===== config.mk =====
export PLATFORM = sky130hd
export DESIGN_NAME = adder3_share_ctrl
export DESIGN_NICKNAME = d
export VERILOG_FILES = /design/src/rtl/adder3_share_ctrl.sv
export SDC_FILE = /design/constraint.sdc
export NUM_CORES = 1
export LEC_CHECK = 0
export BUFFER_PORTS_ARGS = -buffer_cell sky130_fd_sc_hd__buf_2
export CORE_MARGIN = 2
export CORE_UTILIZATION = 46
export CTS_CLUSTER_DIAMETER = 150
export DETAILED_ROUTE_END_ITERATION = 10
export GPL_ROUTABILITY_DRIVEN = 0
export PLACE_DENSITY_LB_ADDON = 0.25
export SLEW_MARGIN = 20
export SYNTH_ARGS = -nofsm -noshare
export SYNTH_HDL_FRONTEND = slang
export SYNTH_SLANG_ARGS = --single-unit

===== constraint.sdc =====
create_clock -name clk -period 2 [get_ports clk]
set_clock_uncertainty 0.2 [all_clocks]
set_input_delay 0.4 -clock clk [delete_from_list [all_inputs] [get_ports clk]]
set_output_delay 0.4 -clock clk [all_outputs]
set_load 0.01 [all_outputs]

===== src/rtl/adder3_share_ctrl.sv =====
// Round-robin sequencer sharing a single 3-bit ripple adder among NREQ requesters.
// Each transaction: IDLE grant/capture -> EXEC add -> RESP until owner accepts.

module adder3bit (
  input  logic [2:0] a_i,
  input  logic [2:0] b_i,
  input  logic       cin_i,
  output logic [2:0] sum_o,
  output logic       cout_o
);
  logic [3:0] carry;

  assign carry[0] = cin_i;

  for (genvar i = 0; i < 3; i++) begin : g_fa
    assign sum_o[i]    = a_i[i] ^ b_i[i] ^ carry[i];
    assign carry[i+1]  = (a_i[i] & b_i[i]) | (carry[i] & (a_i[i] ^ b_i[i]));
  end

  assign cout_o = carry[3];
endmodule

module adder3_share_ctrl #(
  parameter int NREQ = 2
) (
  input  logic              clk,
  input  logic              rst_n,
  input  logic [NREQ-1:0]   req_valid,
  input  logic [3*NREQ-1:0] req_a,
  input  logic [3*NREQ-1:0] req_b,
  output logic [NREQ-1:0]   req_ready,
  output logic [NREQ-1:0]   rsp_valid,
  input  logic [NREQ-1:0]   rsp_ready,
  output logic [2:0]        rsp_sum,
  output logic              rsp_cout,
  output logic              busy
);
  localparam int PW = (NREQ > 2) ? 2 : 1;

  typedef enum logic [1:0] {
    S_IDLE = 2'd0,
    S_EXEC = 2'd1,
    S_RESP = 2'd2
  } state_t;

  state_t        state_q, state_d;
  logic [PW-1:0] ptr_q;
  logic [PW-1:0] owner_q;
  logic [2:0]    a_q, b_q;
  logic [2:0]    sum_q;
  logic          cout_q;

  logic          win_found;
  logic [PW-1:0] win_idx;
  logic [2:0]    add_sum;
  logic          add_cout;

  // First valid requester at or after the round-robin pointer, wrapping.
  always_comb begin
    win_found = 1'b0;
    win_idx   = '0;
    for (int k = 0; k < NREQ; k++) begin
      if (!win_found && req_valid[(int'(ptr_q) + k) % NREQ]) begin
        win_found = 1'b1;
        win_idx   = PW'((int'(ptr_q) + k) % NREQ);
      end
    end
  end

  always_comb begin
    state_d = state_q;
    case (state_q)
      S_IDLE:  if (win_found) state_d = S_EXEC;
      S_EXEC:  state_d = S_RESP;
      S_RESP:  if (rsp_ready[owner_q]) state_d = S_IDLE;
      default: state_d = S_IDLE;
    endcase
  end

  adder3bit u_add (
    .a_i   (a_q),
    .b_i   (b_q),
    .cin_i (1'b0),
    .sum_o (add_sum),
    .cout_o(add_cout)
  );

  always_ff @(posedge clk) begin
    if (!rst_n) begin
      state_q <= S_IDLE;
      ptr_q   <= '0;
      owner_q <= '0;
      a_q     <= '0;
      b_q     <= '0;
      sum_q   <= '0;
      cout_q  <= 1'b0;
    end else begin
      state_q <= state_d;
      if (state_q == S_IDLE && win_found) begin
        a_q     <= req_a[3*int'(win_idx) +: 3];
        b_q     <= req_b[3*int'(win_idx) +: 3];
        owner_q <= win_idx;
      end
      if (state_q == S_EXEC) begin
        sum_q  <= add_sum;
        cout_q <= add_cout;
      end
      if (state_q == S_RESP && rsp_ready[owner_q]) begin
        ptr_q <= (owner_q == PW'(NREQ - 1)) ? '0 : owner_q + 1'b1;
      end
    end
  end

  // Grant is combinational so the handshake completes in the request cycle.
  assign req_ready = (rst_n && state_q == S_IDLE && win_found) ?
                     (NREQ'(1) << win_idx) : '0;
  assign rsp_valid = (state_q == S_RESP) ? (NREQ'(1) << owner_q) : '0;
  assign rsp_sum   = sum_q;
  assign rsp_cout  = cout_q;
  assign busy      = (state_q != S_IDLE);
endmodule


==> metrics.yaml <==
outcome:
  status: "finished with violations"
  violations: "setup timing"
critical_path:
  worstRegToRegCells: 6
  worstReg2RegStart: "a_q[0]$_SDFFE_PN0P_"
  end_kind: "primary output"
  timing.rr.end: "rsp_sum[2]$_SDFFE_PN0N_"
  crit_fanout: 4
  cp-start-kind: "flip-flop"
  path_depth: 3
  worst-path-buf-inv: 1
  critPathArrivalTime_ns: 1.41
  critPathMaxStageDelay_ns: 0.44
  reg2reg_slack_ns: 0.19
  crit_required_ns: 1.40
  path_cells: "or3b_4 -> nor3b_4 -> buf_2"
  slowest_stage: "or3b_4"
  path_delay_family: "simple AND/OR/NAND/NOR gates"
  endpoint: "req_ready[1]"
  crit_type: "flip-flop to primary output"
  startpoint: "state_q[1]$_SDFFE_PN0P_"
cts:
  post_cts_resized: 3
  cts_setup_buffers: 0
  cts_made_buffers: 3
  clk_path_buf_depth: 2
  cts_hold_buffers: 0
  insertion_delay_ns: 0.27
  htree_levels: 1
  cts_tree: "done"
  clock_sinks: 14
  clock-root-buffer: "clkbuf_4"
  path_clk_slew_ns: 0.08
global_routing:
  grt_pass1_wl_um: 2484
  gr-total-overflow: 0
  grt_max_degree: 10
  grt_use_total_pct: 18.08
  grt_pass1_vias: 605
  antenna_found_initial: 0
logic_synthesis:
  yosys_warnings: 0
  synthTopCellsByCount: "14 x dfxtp_1, 8 x nand2_1, 6 x a221o_2, 6 x nor2b_1, 6 x nor3_1"
  ys_seq_area_share_pct: 40.58
  synth_area_leaders: "dfxtp_1 41%, a221o_2 9.8%, fa_1 5.8%"
  yosys.area.top_type_share_pct: 40.58
  netlist_area_um2: 690.7
  ys_ff_latch: 14
  syn_area_per_cell_um2: 9.728
  ys_types: 23
  synth_top_area_cell: "dfxtp_1"
  synth_fp_nets: 92
  synthArstFlopShare_pct: 0
  synth_edf_count: 0
  synth_flop_cell: "dfxtp_1"
  synth.most_common_cell: "dfxtp_1"
  syn_inst: 71
sta:
  max_freq_mhz: 497.1
  drv_slew: 0
  fin_crit_ns: 2.012
  setup_ws_ns: -0.01151
  setup_viol: 1
  tns_ns: -0.01151
  rsz0062_at_grt: "yes"
  worstMarginPinSlew_ns: 0.5728
  slew-limit-headroom_pct: 61.74
  hold_viol_final: 0
  period_share_pct: 100.6
floorplanning:
  fp.dieArea_um2: 1828
  rows: 13
  die_w_um: 42.75
  core_um2: 1350
  ios: 27
  fp.dieH_um: 42.75
  start_util_pct: 51.16
route:
  wire_per_inst_um: 12.65
  vias: 617
  drtAntennaViolNets: 0
  dr.pass1.iters: 4
  drcViolationCount: 0
  via_per_inst: 5.319
  drtIter0Drc: 9
  drt_wl_total_um: 1467
cells_and_area:
  drive_gt1_share_pct: 44.55
  antenna_cells: 0
  final_nets: 123
  areaGrowthSynthToFinish_pct: 30.07
pwr:
  max-vdd-ir-drop_uv: 441.5
  p_per_area_nw_per_um2: 743.5
  p_leak_uw: 0.0004397
hold_path:
  hp-class: "input port to flip-flop"
placed_design:
  dp_slack_ns: 0.03862
  port_buffers: 26
  dp_hpwl_um: 1166
flow_run:
  maxCapViolations: 0
## final cells by class
type,instances,area [um2]
sequential,14,281.5
tap,15,18.77
inverter,5,18.77
clock buffer,4,36.28
timing repair buffer,30,160.2
fill,129,451.7
multi-input combinational,48,382.9
## worst reg2reg max path: stages (launching register included)
cell	delay, ns
dfxtp_1	0.32
ha_1	0.20
fa_1	0.35
inv_1	0.08
fa_1	0.40
nand2_1	0.07
o211a_1	0.14
## flip-flops by register name (all words and copies together) (netlist names)
signal / flops
a_q: 3
b_q: 3
rsp_sum: 3
state_q: 2
owner_q: 1
ptr_q: 1
rsp_cout: 1
## routing by layer
layer	routed length, um	track usage, %	share of wire (%)	up-vias
met2	723	31.52	49	19
met4	9	7.500	0.61	0
li1	-	-	-	309
met5	0	0	0	-
met3	75	4.255	5.1	2
met1	659	20.84	45	287
## metrics by stage
step	power, uW	utilization [%]	area, um2	std cells	hold WS, ns
after floorplan	417.6	-	690.7	71	0.2590
final	668.0	66.54	898.4	116	0.1446
after global placement	466.2	62.74	847.1	112	0.2749
after CTS	670.8	66.08	892.1	116	0.1401
after global routing	710.0	66.54	898.4	116	0.1373
after detailed placement	470.2	62.74	847.1	112	0.2803
## layout by cell type, fill, tap and decap left out, types with 2 or more instances in the layout
cell type and n:
buf_2 26, dfxtp_1 13, nand2_1 8, nor2b_1 6, nor3_1 6, a221o_2 6
inv_1 5, buf_4 4, mux2i_1 3, clkbuf_4 3, and2_1 2, nor2_1 2
o211a_1 2, a21oi_1 2, fa_1 2
## where the power goes
| group | internal (uW) | leakage [uW] | switching (uW) | total (uW) |
|---|---|---|---|---|
| Sequential | 305 | 0.000115 | 18.5 | 323 |
| Clock | 111 | 0.0000210 | 87.9 | 199 |
| Combinational | 75.3 | 0.000303 | 70.8 | 146 |
## logic make-up (layout without fill, tap and decap cells)
| logic type | after synthesis | count (layout) | share of synthesized area [%] |
|---|---|---|---|
| AND/OR/NAND/NOR | 27 | 27 | 20.29 |
| AO/OA/AOI/OAI | 15 | 15 | 21.20 |
| flip-flops | 14 | 14 | 40.58 |
| buffers and inverters | 9 | 39 | 5.978 |
| adder cells (fa/ha/maj) | 3 | 3 | 7.609 |
| multiplexers | 3 | 3 | 4.348 |
## worst min-delay path by stage
stage	from	to	depth (start not counted)
2_1_floorplan	a_q[2]$_SDFFE_PN0P_	a_q[2]$_SDFFE_PN0P_	1
3_3_place_gp	a_q[2]$_SDFFE_PN0P_	a_q[2]$_SDFFE_PN0P_	1
3_5_place_dp	b_q[2]$_SDFFE_PN0P_	b_q[2]$_SDFFE_PN0P_	1
4_1_cts	rsp_ready[1]	ptr_q$_SDFFE_PN0P_	2
5_1_grt	rsp_ready[1]	ptr_q$_SDFFE_PN0P_	2
6_report	rsp_ready[1]	ptr_q$_SDFFE_PN0P_	2
Power figures use the tool's default switching activity.
